### config.mk
export PLATFORM = sky130hd
export DESIGN_NAME = ram_stream_reader
export DESIGN_NICKNAME = d
export VERILOG_FILES = /design/src/rtl/ram_stream_reader.sv
export SDC_FILE = /design/constraint.sdc
export NUM_CORES = 1
export LEC_CHECK = 0
export BUFFER_PORTS_ARGS = -buffer_cell sky130_fd_sc_hd__buf_2
export CAP_MARGIN = 20
export CORE_MARGIN = 8
export CORE_UTILIZATION = 29
export CTS_BUF_LIST = sky130_fd_sc_hd__clkbuf_8 sky130_fd_sc_hd__clkbuf_16
export DETAILED_ROUTE_END_ITERATION = 8
export GPL_ROUTABILITY_DRIVEN = 0
export PLACE_DENSITY = 0.46
export SLEW_MARGIN = 20
export SYNTH_ARGS = -nofsm -noshare
export SYNTH_HDL_FRONTEND = slang
export SYNTH_SLANG_ARGS = --single-unit
export TNS_END_PERCENT = 1
### constraint.sdc
create_clock -name clk -period 3.6 [get_ports clk]
set_clock_uncertainty 0.1 [all_clocks]
set_input_delay 0.72 -clock clk [delete_from_list [all_inputs] [get_ports clk]]
set_output_delay 0.72 -clock clk [all_outputs]
set_load 0.005 [all_outputs]
### src/rtl/ram_stream_reader.sv
// Streams len consecutive words from a single-port synchronous-read RAM onto a
// valid/ready output stream through a small FIFO that absorbs downstream back-pressure.
module ram_stream_reader #(
  parameter int unsigned WIDTH_DATA = 64,
  parameter int unsigned ADDR_W     = 11,
  parameter int unsigned FIFO_DEPTH = 4
) (
  input  logic                  clk,
  input  logic                  rst_n,
  input  logic                  start,
  input  logic [ADDR_W-1:0]     base_addr,
  input  logic [ADDR_W:0]       len,
  output logic                  busy,
  output logic                  done,
  output logic [ADDR_W-1:0]     ram_addr,
  output logic                  ram_wen,
  input  logic [WIDTH_DATA-1:0] ram_rd_data,
  output logic                  m_valid,
  input  logic                  m_ready,
  output logic [WIDTH_DATA-1:0] m_data,
  output logic                  m_last
);

  localparam int unsigned PtrW = $clog2(FIFO_DEPTH);
  localparam int unsigned CntW = PtrW + 1;
  localparam logic [ADDR_W:0] LenOne = (ADDR_W+1)'(1);

  typedef enum logic [1:0] {StIdle, StRead, StDrain} state_e;

  state_e                state_q;
  logic [ADDR_W:0]       len_q;
  logic [ADDR_W:0]       issued_q;
  logic [ADDR_W:0]       beats_q;
  logic [ADDR_W-1:0]     ram_addr_q;
  logic                  addr_vld_q;
  logic                  rdv_q;
  logic                  done_q;

  logic [WIDTH_DATA-1:0] fifo_mem_q [FIFO_DEPTH];
  logic [PtrW-1:0]       wr_ptr_q;
  logic [PtrW-1:0]       rd_ptr_q;
  logic [CntW-1:0]       count_q;

  logic                  push;
  logic                  pop;
  logic                  final_beat;
  logic [CntW-1:0]       occ;
  logic                  issue;

  always_comb begin
    push       = rdv_q;
    m_valid    = (count_q != '0);
    pop        = m_valid && m_ready;
    m_data     = fifo_mem_q[rd_ptr_q];
    final_beat = (beats_q == len_q - LenOne);
    m_last     = m_valid && final_beat;
    // Slots already claimed once this edge settles: stored, arriving now, and in flight.
    occ        = count_q + CntW'(rdv_q) + CntW'(addr_vld_q) - CntW'(pop);
    issue      = (state_q == StRead) && (issued_q != len_q) && (occ < CntW'(FIFO_DEPTH));
  end

  assign busy     = (state_q != StIdle);
  assign done     = done_q;
  assign ram_addr = ram_addr_q;
  assign ram_wen  = 1'b0;

  always_ff @(posedge clk or negedge rst_n) begin
    if (!rst_n) begin
      state_q    <= StIdle;
      len_q      <= '0;
      issued_q   <= '0;
      beats_q    <= '0;
      ram_addr_q <= '0;
      addr_vld_q <= 1'b0;
      rdv_q      <= 1'b0;
      done_q     <= 1'b0;
    end else begin
      done_q     <= 1'b0;
      rdv_q      <= addr_vld_q;
      addr_vld_q <= 1'b0;
      if (pop) begin
        beats_q <= beats_q + LenOne;
      end
      unique case (state_q)
        StIdle: begin
          if (start) begin
            if (len == '0) begin
              done_q <= 1'b1;
            end else begin
              state_q    <= StRead;
              len_q      <= len;
              ram_addr_q <= base_addr;
              addr_vld_q <= 1'b1;
              issued_q   <= LenOne;
              beats_q    <= '0;
            end
          end
        end
        StRead: begin
          if (issued_q == len_q) begin
            state_q <= StDrain;
          end else if (issue) begin
            ram_addr_q <= ram_addr_q + ADDR_W'(1);
            addr_vld_q <= 1'b1;
            issued_q   <= issued_q + LenOne;
          end
        end
        StDrain: begin
          if (pop && final_beat) begin
            state_q <= StIdle;
            done_q  <= 1'b1;
          end
        end
        default: state_q <= StIdle;
      endcase
    end
  end

  always_ff @(posedge clk or negedge rst_n) begin
    if (!rst_n) begin
      wr_ptr_q <= '0;
      rd_ptr_q <= '0;
      count_q  <= '0;
      for (int i = 0; i < int'(FIFO_DEPTH); i++) begin
        fifo_mem_q[i] <= '0;
      end
    end else begin
      if (push) begin
        fifo_mem_q[wr_ptr_q] <= ram_rd_data;
        wr_ptr_q             <= wr_ptr_q + PtrW'(1);
      end
      if (pop) begin
        rd_ptr_q <= rd_ptr_q + PtrW'(1);
      end
      count_q <= count_q + CntW'(push) - CntW'(pop);
    end
  end

endmodule

==> results.yml, run 1 <==
yosys:
  syn_area_mm2: 0.0145
  synthFlopType: "dfrtp_1"
  synth_cells: 1012
  ys_warn_count: 0
  ys_ff_latch: 315
  yosys.area.top_type: "dfrtp_1"
  async_flop_share: 1.00
  synthTopCellsByArea: "dfrtp_1 55%, mux2_2 20%, mux4_2 10%"
  synth_nets: 1116
  synth.top_cell.area_share: 0.545
  yosysUniqueCellTypes: 58
  syn-mean-instance-area_um2: 14.3
  synth-edff-count: 0
  synth_seq_area_share: 0.545
clock_network:
  hold_buffers: 0
  cts.clk_slew.worst_paths_ps: 60
  cts_tree: "done"
  clockRootBuffer: "clkbuf_16"
  insertion_delay_ps: 550
  clock-sinks: 315
  cts_made_buffers: 38
  clock_tree.buffer_depth: 3
  htree_levels: 2
die:
  rows: 82
  die_area_mm2: 0.0572
  start_util: 0.291
  dieHeight_um: 239
  core_mm2: 0.0497
  io_pins: 171
  die_w_um: 239
layout:
  nets: 1290
  final_cell_mix: "311 x dfrtp_1, 256 x mux2_2, 168 x buf_2"
  final_common_cell: "dfrtp_1"
  final_layout_size_suffix_gt1_frac: 0.484
  area_growth_pct: 20.8
  diodes: 0
  instances_no_fill: 1885
timing:
  setup_viol: 0
  worst_slack_ps: 215
  maxSlewViolCount: 0
  hold_viol: 0
  worst_pin_slew_ps: 760
  fmax_ghz: 0.295
  relSlewSlack: 0.492
  min_period_ps: 3380
  fin_tns_setup_ps: 0
  rsz0062_at_grt: "false"
  timing.hold.ws_ps: 94.1
  fin_crit_sh: 0.940
critical_path:
  timing_worst_setup_path_type: "flip-flop to output port"
  reg2reg_from: "count_q[2]$_DFF_PN0_"
  worstPathRequired_ps: 2780
  rrSetupSlack_ps: 550
  cp_max_fo: 7
  r2r_end: "issued_q[9]$_DFFE_PN0P_"
  cp.arrival_ps: 2560
  reg2regPathDepth: 10
  cp-start-kind: "flip-flop"
  end_kind: "output port"
global_routing:
  grt_pass1_wl_um: 57300
  grt_pass1_vias: 9734
  grt_max_degree: 83
  grt_antenna_before_repair: 4
  grt_overflow: 0
  grt_use_total: 0.127
drt:
  wl_um: 35700
  drt_iter0_markers: 361
  vias: 8881
  firstDrtPassIters: 4
  antenna_left: 0
  top_layer_used: "met5"
  wl_met2_um: 16100
  routed_via_density: 4.71
  remaining_drc_errors: 0
  wl_per_cell_um: 18.9
  wl_met3_um: 2030
  wl_met1_um: 16700
placed_design:
  dp_cells: 1818
  port_buffers: 169
  pre_cts_slack_ps: 522
  dp_hpwl_um: 22800
pwr:
  finalPower_w: 0.0177
  p_per_area_mw_per_mm2: 1010
  total_leakage_power_nw: 7.59
  vdd.ir_drop.worst_mv: 0.695
run_status:
  status: "finished clean"
hold_path:
  hold_path.class: "primary input to asynchronous set/reset pin"
job:
  maxCapViolations: 0
==> layer usage <==
| layer | vias up | global-route usage |
|---|---|---|
| met5 | - | 0 |
| met4 | 8 | 0.0362 |
| met3 | 57 | 0.0344 |
| met2 | 167 | 0.199 |
| met1 | 4593 | 0.171 |
| li1 | 4056 | - |
==> sequential cells by signal (all words and copies together) (netlist names) <==
signal      count
wr_ptr_q        2
ram_addr       11
issued_q       12
rd_ptr_q        2
count_q         3
push            1
state_q         2
addr_vld_q      1
fifo_mem_q    256
len_q          12
beats_q        12
done            1
==> cell usage after synthesis (2+ instances only) <==
cell / instances
a21oi_1: 14
o22a_1: 4
nand2_1: 69
and3_1: 8
o31ai_1: 2
nor3_1: 7
buf_1: 5
mux2_2: 256
ha_1: 13
nor4_1: 10
buf_4: 3
o22ai_1: 4
nand4_1: 8
buf_2: 6
a31oi_1: 5
inv_1: 13
o211a_1: 3
nor3b_1: 2
xor2_1: 28
mux2i_1: 6
dfrtp_1: 315
o2bb2a_1: 4
clkbuf_1: 41
o21ai_0: 8
nor2_1: 35
nand3_1: 19
nor2b_1: 3
and4_1: 2
or3_1: 5
xnor2_1: 22
mux4_2: 64
buf_6: 2
==> what timing repair did <==
item | 4_1_cts | 5_1_grt
setup buffers | 0 | 0
gates resized for setup | 2 | 3
setup endpoints to repair | 1 | 1
pin swaps | 0 | 0
==> cells by family after synthesis <==
kind of cell,share of synthesized area
AND/OR/NAND/NOR,0.0605
buffers and inverters,0.0209
flip-flops,0.545
adder cells (fa/ha/maj),0.0113
AO/OA/AOI/OAI,0.0282
multiplexers,0.303
XOR/XNOR,0.0303
other,0.000259
==> worst max path at each step <==
| stage | startpoint | end | cells past startpoint |
|---|---|---|---|
| 2_1_floorplan | len_q[0]$_DFFE_PN0P_ | m_last | 9 |
| 3_3_place_gp | m_ready | issued_q[9]$_DFFE_PN0P_ | 10 |
| 3_5_place_dp | m_ready | issued_q[9]$_DFFE_PN0P_ | 10 |
| 4_1_cts | len_q[1]$_DFFE_PN0P_ | m_last | 8 |
| 5_1_grt | len_q[0]$_DFFE_PN0P_ | m_last | 8 |
| 6_report | len_q[0]$_DFFE_PN0P_ | m_last | 8 |
==> cell type report <==
class                   instances  area, um^2
fillers                      4987       32200
flip-flops and latches        315        7890
multi-input cells             626        6320
repair buffers                192        1150
clock buffers                  46        1060
well taps                     672         841
clock inverters                21         144
inverters                      13        48.8
==> critical path: stages, from the launching register on <==
cell	delay (ps)
dfrtp_2	440
inv_1	110
ha_4	200
xnor2_1	140
a21oi_1	150
o2111ai_1	140
or4_4	540
nor3_1	150
buf_2	140
==> power by group <==
group | switching [W] | internal, W | leakage (nW)
logic | 0.00338 | 0.00418 | 3.24
clock network | 0.00154 | 0.00210 | 0.630
registers | 0.00115 | 0.00533 | 3.72
==> through the flow <==
step / util / instance area [um^2]
global route: 0.352 / 17500
detailed placement: 0.327 / 16200
CTS: 0.351 / 17400
finish: 0.352 / 17500
global placement: 0.327 / 16200
floorplan: - / 14500
No activity file was read; power rests on OpenSTA's default activity.
==> run 2, diff against run 1 <==
MAX_ROUTING_LAYER = met4   (was not set)
==> run 2 against run 1 <==
Against the previous run:
- final cell count is 0.21% higher
- via count hardly changed
- die area stayed put
- sequential share of layout area hardly changed
- largest power group unchanged
- non-clock buffer count stayed put
- core utilization hardly changed
- critical path depth stayed put
- clock-buffer cell count stayed put
- worst setup slack worse by 6.7 ps
- combinational power hardly changed
- sequential cell count stayed put
- routed wire length hardly changed
==> results.yml, run 2 (synthesis gave the netlist of run 1 again) <==
timing:
  fmax_ghz: 0.295
  rsz0062_at_grt: "false"
  worst_pin_slew_ps: 737
  fin_tns_setup_ps: 0
  setup_viol: 0
  maxSlewViolCount: 0
  min_period_ps: 3390
  fin_crit_sh: 0.942
  hold_viol: 0
  relSlewSlack: 0.507
clock_network:
  htree_levels: 2
  cts.clk_slew.worst_paths_ps: 60
  clock_tree.buffer_depth: 3
  cts_made_buffers: 38
  hold_buffers: 0
  insertion_delay_ps: 550
  clockRootBuffer: "clkbuf_16"
  clock-sinks: 315
  postCtsSetupBuffers: 0
  cts_tree: "done"
critical_path:
  worstPathRequired_ps: 2780
  reg2reg_from: "push$_DFF_PN0_"
  cp.arrival_ps: 2570
  cp_cell_sequence: "inv_1 > ha_4 > xnor2_1 > a21oi_1 > o2111ai_1 > or4_4 > nor3_1 > buf_2"
  timing_worst_setup_path_type: "flip-flop to output port"
  crit_slowest_cell: "or4_4"
  cp_max_fo: 7
  end_kind: "output port"
  rrSetupSlack_ps: 550
  reg2regPathDepth: 10
  crit_path_max_incr_delay_ps: 550
  r2r_end: "issued_q[9]$_DFFE_PN0P_"
  cp-start-kind: "flip-flop"
layout:
  largest_register_ff_count: 256
  post-route-util: 0.352
  fillers: 4988
  top_register: "fifo_mem_q"
  final_layout_size_suffix_gt1_frac: 0.484
  final_cell_mix: "311 x dfrtp_1, 256 x mux2_2, 168 x buf_2"
  area_growth_pct: 20.9
  nets: 1290
  final_common_cell: "dfrtp_1"
die:
  io_pins: 171
  rows: 82
  die_w_um: 239
  core_mm2: 0.0497
  die_area_mm2: 0.0572
  start_util: 0.291
  dieHeight_um: 239
drt:
  remaining_drc_errors: 0
  antenna_left: 0
  wl_per_cell_um: 18.9
  drt_iter0_markers: 353
  wl_um: 35700
  vias: 8882
  firstDrtPassIters: 4
  routed_via_density: 4.70
global_routing:
  grt_antenna_before_repair: 4
  grt_pass1_wl_um: 57300
  grt_pass1_vias: 9718
  grt_use_total: 0.131
  grt_overflow: 0
  grt_max_degree: 83
hold_path:
  hold_path.class: "primary input to asynchronous set/reset pin"
pwr:
  vdd.ir_drop.worst_mv: 0.700
  total_leakage_power_nw: 7.59
  p_per_area_mw_per_mm2: 1010
job:
  maxCapViolations: 0
placed_design:
  dp_hpwl_um: 22800
  port_buffers: 169
run_status:
  status: "finished clean"
run 2: cell count changes in the layout (fill, tap and decap cells not counted):
cell	change
diode_2	+4
run 2: layout make-up:
class	instances	area, um^2	share of cell area
tap	672	841	0.0481
sequential	315	7890	0.452
multi-input combinational	626	6320	0.362
inverter	13	48.8	0.00279
timing repair buffer	192	1150	0.0660
antenna	4	10.0	0.000573
clock inverter	21	144	0.00824
clock buffer	46	1060	0.0607
run 2: worst max-delay path by stage:
stage,from,end,slack (ps),cells past startpoint
after floorplan,len_q[0]$_DFFE_PN0P_,m_last,640,9
after global placement,m_ready,issued_q[9]$_DFFE_PN0P_,570,10
after detailed placement,m_ready,issued_q[9]$_DFFE_PN0P_,520,10
after CTS,len_q[1]$_DFFE_PN0P_,m_last,30,8
after global routing,len_q[0]$_DFFE_PN0P_,m_last,4,8
final,len_q[0]$_DFFE_PN0P_,m_last,210,8
run 2: per-stage QoR:
step | instance area [um^2] | hold slack (ps) | setup WS, ps | total power (W) | cells
after floorplan | 14500 | 255 | 641 | 0.0115 | 1012
after detailed placement | 16200 | 291 | 522 | 0.0143 | 1818
after CTS | 17400 | 94.9 | 26.9 | 0.0181 | 1885
after global routing | 17500 | 127 | 3.69 | 0.0190 | 1889
final | 17500 | 95.2 | 209 | 0.0177 | 1889
after global placement | 16200 | 292 | 565 | 0.0142 | 1818
run 2: power by group:
| group | leakage (nW) | internal (W) | switching [W] |
|---|---|---|---|
| registers | 3.72 | 0.00533 | 0.00115 |
| clock network | 0.630 | 0.00210 | 0.00154 |
| logic | 3.24 | 0.00418 | 0.00339 |
| total | 7.59 | 0.0116 | 0.00607 |
run 2: worst max-delay path: cells and delay by family, from the launching register on:
kind,cells,cell delay (ps)
and+or+nand+nor,2,700
buffers and inverters,2,250
adders and majority gates,1,200
xor gates and xnor gates,1,140
AOI/OAI and AO/OA,2,300
DFF,1,440
run 2: repair_timing:
item / in CTS / in global routing
resized for setup: 2 / 3
endpoints found under the hold margin: 0 / 0
setup endpoints to repair: 1 / 1
run 2: routing by layer:
layer | global-route usage | wire (um) | vias to the layer above
met4 | 0.0362 | 677 | 0
met3 | 0.0323 | 1900 | 47
met5 | - | 0 | -
met1 | 0.173 | 16900 | 4607
met2 | 0.198 | 16100 | 164
li1 | - | - | 4064
